## src/rtl/inst_axi_read_bridge.sv

```systemverilog
// inst_axi_read_bridge
// Responder for the fetch stage's SRAM-like instruction port. Each accepted
// fetch request becomes a single-beat AXI4 read burst. Words come back in
// acceptance order because all bursts share one ARID. Up to OUTSTANDING
// requests may be accepted but not yet answered at any time.
module inst_axi_read_bridge #(
    parameter int         OUTSTANDING = 2,
    parameter logic [3:0] ARID_VAL    = 4'd0
) (
    input  logic        clk,
    input  logic        resetn,

    // fetch-stage side
    input  logic        inst_req,
    input  logic [31:0] inst_addr,
    output logic        inst_addr_ok,
    output logic        inst_data_ok,
    output logic [31:0] inst_rdata,

    // AXI4 read address channel
    output logic [3:0]  arid,
    output logic [31:0] araddr,
    output logic [7:0]  arlen,
    output logic [2:0]  arsize,
    output logic [1:0]  arburst,
    output logic        arvalid,
    input  logic        arready,

    // AXI4 read data channel
    input  logic [3:0]  rid,
    input  logic [31:0] rdata,
    input  logic [1:0]  rresp,
    input  logic        rlast,
    input  logic        rvalid,
    output logic        rready
);

    localparam int               CNT_W   = $clog2(OUTSTANDING + 1);
    localparam logic [CNT_W-1:0] CNT_MAX = CNT_W'(OUTSTANDING);
    localparam logic [CNT_W-1:0] CNT_ONE = CNT_W'(1);

    logic             arvalid_q, arvalid_d;
    logic [31:0]      araddr_q,  araddr_d;
    logic [CNT_W-1:0] cnt_q,     cnt_d;

    logic ar_free;
    logic addr_ok;
    logic data_ok;
    logic r_ready;

    // rid/rresp/rlast carry nothing useful here: one ID, single beats, and
    // bus errors are deliberately not reported to the fetch stage.
    logic unused_inputs;
    assign unused_inputs = ^{rid, rresp, rlast};

    // Accept/return handshakes and next-state of the AR slot and the counter.
    // The full check looks only at the current count, so a response arriving
    // in the same cycle does not open a slot for a new request when full.
    always_comb begin
        ar_free   = !arvalid_q || arready;
        addr_ok   = resetn && inst_req && ar_free && (cnt_q < CNT_MAX);
        r_ready   = (cnt_q != '0);
        data_ok   = resetn && rvalid && r_ready;

        arvalid_d = arvalid_q;
        araddr_d  = araddr_q;
        cnt_d     = cnt_q;

        if (addr_ok) begin
            arvalid_d = 1'b1;
            araddr_d  = inst_addr;
        end else if (arvalid_q && arready) begin
            arvalid_d = 1'b0;
        end

        case ({addr_ok, data_ok})
            2'b10:   cnt_d = cnt_q + CNT_ONE;
            2'b01:   cnt_d = cnt_q - CNT_ONE;
            default: cnt_d = cnt_q;
        endcase
    end

    // State registers; the AXI fabric shares this reset, so clearing the
    // counter cannot leave a stale R beat unaccounted for.
    always_ff @(posedge clk) begin
        if (!resetn) begin
            arvalid_q <= 1'b0;
            araddr_q  <= 32'h0;
            cnt_q     <= '0;
        end else begin
            arvalid_q <= arvalid_d;
            araddr_q  <= araddr_d;
            cnt_q     <= cnt_d;
        end
    end

    assign inst_addr_ok = addr_ok;
    assign inst_data_ok = data_ok;
    assign inst_rdata   = rdata;

    assign arid    = ARID_VAL;
    assign araddr  = araddr_q;
    assign arlen   = 8'd0;
    assign arsize  = 3'd2;
    assign arburst = 2'b01;
    assign arvalid = arvalid_q;
    assign rready  = r_ready;

endmodule

```

## config.mk

```make
export PLATFORM = sky130hd
export DESIGN_NAME = inst_axi_read_bridge
export DESIGN_NICKNAME = d
export VERILOG_FILES = /design/src/rtl/inst_axi_read_bridge.sv
export SDC_FILE = /design/constraint.sdc
export NUM_CORES = 1
export LEC_CHECK = 0
export CAP_MARGIN = 15
export CORE_AREA = 2 2 63 65
export CTS_CLUSTER_SIZE = 8
export DETAILED_ROUTE_END_ITERATION = 10
export DIE_AREA = 0 0 65 67
export DONT_BUFFER_PORTS = 1
export PLACE_DENSITY = 0.68
export SYNTH_ARGS = -nofsm -noshare
export SYNTH_HDL_FRONTEND = slang
export SYNTH_SLANG_ARGS = --single-unit
export TNS_END_PERCENT = 30
```

## constraint.sdc

```tcl
create_clock -name clk -period 1.7 [get_ports clk]
set_input_delay 0.34 -clock clk [delete_from_list [all_inputs] [get_ports clk]]
set_output_delay 0.34 -clock clk [all_outputs]
set_load 0.01 [all_outputs]
```

Yosys cells after proc, flatten, opt, wreduce, memory -nomap -nowiden. Index checks and enable logic that the tools add are counted.

Input port bits: 76. Output and inout bits: 85. Bits in registers: 35. Word-level logic and storage cells: 22.

Mux-type cells: 3. Reduce and logical (&&, ||, !) cells: 11. Add/sub/neg operators: 2. $lt $le $gt $ge: 1. Eq/ne operators: 2.

Operators by type and width (number): logical AND 1 bit (6); nonzero test 2 bit (3); one-hot mux 2 bit (2 select lines) (1); adder 2 x 1 -> 2 bit (second input constant) (1); == test 2 x 1 -> 1 bit (second input constant) (1); == test 2 bit (second input constant) (1); less-than comparator 2 bit (second input constant) (1); two-way mux 1 bit (2); subtractor 2 x 1 -> 2 bit (second input constant) (1); zero test 1 bit (1); logical OR 1 bit (1).

Longest topological paths before layout.
Depth after elaboration: 6. Mapped depth: 8. Depth with buffers taken out: 6.

Least setup slack after synthesis. No wires, ideal clock.

Path type: input to register. Start: in arready. End: reg cnt_q[1]. Setup slack: -26 ps. Required time: 1630 ps. Path buffers: 2. Library setup time: 70 ps. Stages: 7. Arrival: 1656 ps. Cells stage by stage: nand2b_1 > buf_2 > buf_2 > nand3_1 > ha_1 > or3_1 > a21boi_1.

Cells in the longest elaborated chain, start to end: 5. Elaborated cells between the ends (all ways): 7. Classes of those cells: eq/ne: 2; mux: 1; reduce/logical: 4.

RTL lines: from (decl) (line 27) `input logic arready,`; logical OR 1 bit * (line 60) `ar_free = !arvalid_q || arready;`; logical AND 1 bit * (2 in a row) (line 61) `addr_ok = resetn && inst_req && ar_free && (cnt_q < CNT_MAX);`; == test 2 x 1 -> 1 bit / == test 2 bit (equally long branches) (line 76) `case ({addr_ok, data_ok})`; one-hot mux 2 bit (2 select lines) / nonzero test 2 bit (equally long branches); to (signal assigned) (line 93) `cnt_q <= cnt_d;`; to (decl) (line 44) `logic [CNT_W-1:0] cnt_q, cnt_d;`.

Every way passes the cells marked *; elsewhere a longest branch is shown, timed or not. A chain may end at the register's enable or synchronous reset.

Final worst setup path.
Start: reg cnt_q[1]. End: reg cnt_q[1].

Cells in the longest elaborated chain, start to end: 4. Elaborated cells between the ends (all ways): 10. Classes of those cells: add/sub: 2; order compare: 1; eq/ne: 2; mux: 1; reduce/logical: 4.

RTL lines (line): less-than comparator 2 bit / nonzero test 2 bit (equally long branches) (61, 62); logical AND 1 bit (on tied branches) (61, 63); == test 2 x 1 -> 1 bit / == test 2 bit (equally long branches) (76); one-hot mux 2 bit (2 select lines) / nonzero test 2 bit (equally long branches).

Parallel ways exist; a longest one is shown, timed or not.

==> results list <==
- Vias in the first global route: 1,230
- Number of nets with antenna violations after detailed routing: 0
* Type of element launching the critical path: register
- The first global-routing pass estimated between 5000 and 6000 um of wire.
* Area fraction of the dominant cell type after synthesis: 0.380
* Setup Viol. Count Final: 0
- Overall routing resource usage: 0.174
- The number of hold-slack violations in the final timing report was 0.
* Final Slew Violations: 0
- The library cell used most frequently in the layout, excluding fill and tap cells, is dfxtp_1.
- Critical Path Max Stage Delay: 340 ps
* Overall die width: about 65 um
- Post-CTS sizing: 1
* Hold crit path type: in -> reg
* Slew @ Worst Pin: roughly 600 ps
* Max Cap Violations: 0
- In the post-synthesis netlist, the biggest area contributors are dfxtp_1 38%, buf_4 21%, a21boi_1 13%.
* Slowest cell on the critical path: dfxtp_1
- Avg Synthesized Cell Area: 8.53 um2
- Clock tree synthesis inserted a total of 5 buffers.
* Starting Density: 0.511
- Layout overhead on the synthesized area: -7.60%
* Routed Wire Length: 3650 um
- Clock skew on the completed layout was measured at 5.12 ps.
- The floorplan step defined a core boundary enclosing around 3600 um2.
* Register bit total from synthesis: 35
* Number of top-level design ports: around 160
- Power density of the placed cells: approximately 1100 nW/um2
* Worst Path Class, Setup: reg -> reg
- Once layout is complete, the utilization of the core stands at 0.472.
- RePlAce Congestion: approximately 0.63
- Across the VDD grid, the largest voltage drop is 0.520 mV.
- Dividing the detail-routed wire length by the instance count gives 16.0 um.
* Initial DRC count: 52
- The die is 67 um tall.
- The tree is rooted in a clkbuf_8.
- Entering global routing, the biggest net connects 38 pins.
- Via/cell ratio: 5.61
- For this run, the register share of the synthesized area comes to 0.380.
- The longest clock path from root to sink contains 2 buffers.
- In this run the static leakage power is around 0.00066 uW.
* Count of unresolved DRC violations after routing: 0
* Total number of placement rows: 22
* Fraction of registers with async set/reset: 0
- Yosys cell types: 22
- The number of antenna diodes in the final layout is 0.
- Count of port buffers added during placement: 0
* Antenna violations before repair: 0
- Clock-pin slew was measured on the worst setup and hold paths at 70 ps.
- Endpoint arrival time on the critical path: 1850 ps
- Cell count after synthesis: 216
- dfxtp_1 takes more of the synthesized area than any other cell.
* Total Negative Setup Slacks: 0 ps
* H-tree Lvls: 2
- In the final layout, the share of cells above drive strength 1 is 0.127.
- Subtracting the final worst setup slack from the clock period gives 1640 ps.
- In this run the cell area of the synthesized design comes to 1840 um2.
- Summed over all layers, the global routing overflow is 0.
- RSZ-0062 raised after global routing: no
- The worst pin sits at a relative slew slack of 0.600.
- HPWL Detailed: 2450 um
* Final net count: about 260
* Hold-fix buffer count after cts: 0
* TritonCTS clock tree: built
- The library cells used most frequently in the layout, excluding fill and tap cells, are 35 x dfxtp_1, 33 x nand3_1, 32 x a21boi_1.
* Post-route setup slack: 64.4 ps
* Cell-by-cell listing of the critical path: or2_2, and3_4, ha_4, xnor2_1, or3_1, a21boi_1
- Result of the run: finished, final reports clean
- Main flop type after synthesis: dfxtp_1
- Die area: about 4400 um2
- Count of flip-flops with a built-in enable after synthesis: 0
- Timing analysis after detailed placement gives a worst setup slack of between 2 and 3 ps.
- During synthesis, Yosys emitted a total of 0 warnings.
* Final Cycle Share: 0.962
- The first detailed-routing pass ran for 4 iterations.
- Worst-path fanout max: 5
- Counting every sink on the clock net gives 35.
- Number of setup buffers added after CTS: 0
* Maximum clock rate: 0.611 GHz
- Data required time of the worst path: about 1900 ps
- The final route contains around 1,300 vias.
- The worst setup path is captured at a register.
* Insertion delay to the later sink of the worst-skew pair: about 280 ps
-- routing by layer --
layer	track usage	vias to the layer above	routed length, um
li1	-	597	-
met1	0.163	600	1380
met2	0.307	75	1750
met3	0.0912	13	440
met4	0.0904	0	93
met5	0	-	0
-- cells in the mapped netlist, types with 2 or more instances --
cell / count
conb_1: 2
o21ai_0: 20
buf_4: 52
buf_2: 11
o21ai_1: 13
nand3_1: 33
dfxtp_1: 35
clkbuf_1: 3
xnor2_1: 2
a21boi_0: 2
a21boi_1: 32
-- kinds of logic (layout without fill, tap and decap cells) --
family / Yosys count / after routing / synth area share
fa+ha+maj: 1 / 1 / 0.00679
compound gates: 67 / 67 / 0.228
xor+xnor: 2 / 2 / 0.00951
flops: 35 / 35 / 0.380
buf+inv: 68 / 18 / 0.253
simple gates: 41 / 41 / 0.119
other cells: 2 / 17 / 0.00407
-- final cells by class --
| type | count | area, um2 |
|---|---|---|
| fillers | 358 | 1900 |
| multi-input cells | 128 | 753 |
| flip-flops and latches | 35 | 701 |
| clock buffers | 6 | 82.6 |
| repair buffers | 9 | 67.6 |
| well taps | 48 | 60.1 |
| clock inverters | 2 | 35.0 |
| inverters | 1 | 3.75 |
-- flip-flops by register name (all words and copies together) (netlist names) --
signal   flops
araddr      32
arvalid      1
cnt_q        2
-- final timing paths --
kind                                 from                 endpoint  slack [ps]  cells after the start
hold reg to reg   araddr[28]$_SDFFE_PN0P_  araddr[28]$_SDFFE_PN0P_         520                      2
setup / recovery    cnt_q[1]$_SDFFE_PN0P_    cnt_q[1]$_SDFFE_PN0P_          60                      6
hold / removal                     resetn    cnt_q[0]$_SDFFE_PN0P_         190                      1
setup reg to reg    cnt_q[1]$_SDFFE_PN0P_    cnt_q[1]$_SDFFE_PN0P_          60                      6
-- through the flow --
step | power (uW) | instances | hold slack (ps) | instance area, um2
after floorplan | 1270 | 231 | 473 | 1910
after global placement | 1190 | 221 | 468 | 1570
after detailed placement | 1210 | 221 | 479 | 1570
after CTS | 1990 | 229 | 174 | 1700
after global routing | 2050 | 229 | 174 | 1700
final | 1950 | 229 | 188 | 1700
-- power breakdown --
group          internal, uW  switching (uW)  total, uW
combinational           106             144        250
sequential              882            61.9        944
clock                   474             284        758
total                  1460             491       1950
-- worst max-delay path: cells and delay by family (launching register included) --
family          cells  cell delay (ps)
compound gates      1              130
xor+xnor            1              130
simple gates        3              810
fa+ha+maj           1              150
flops               1              340
No activity file was read; power rests on OpenSTA's default activity.
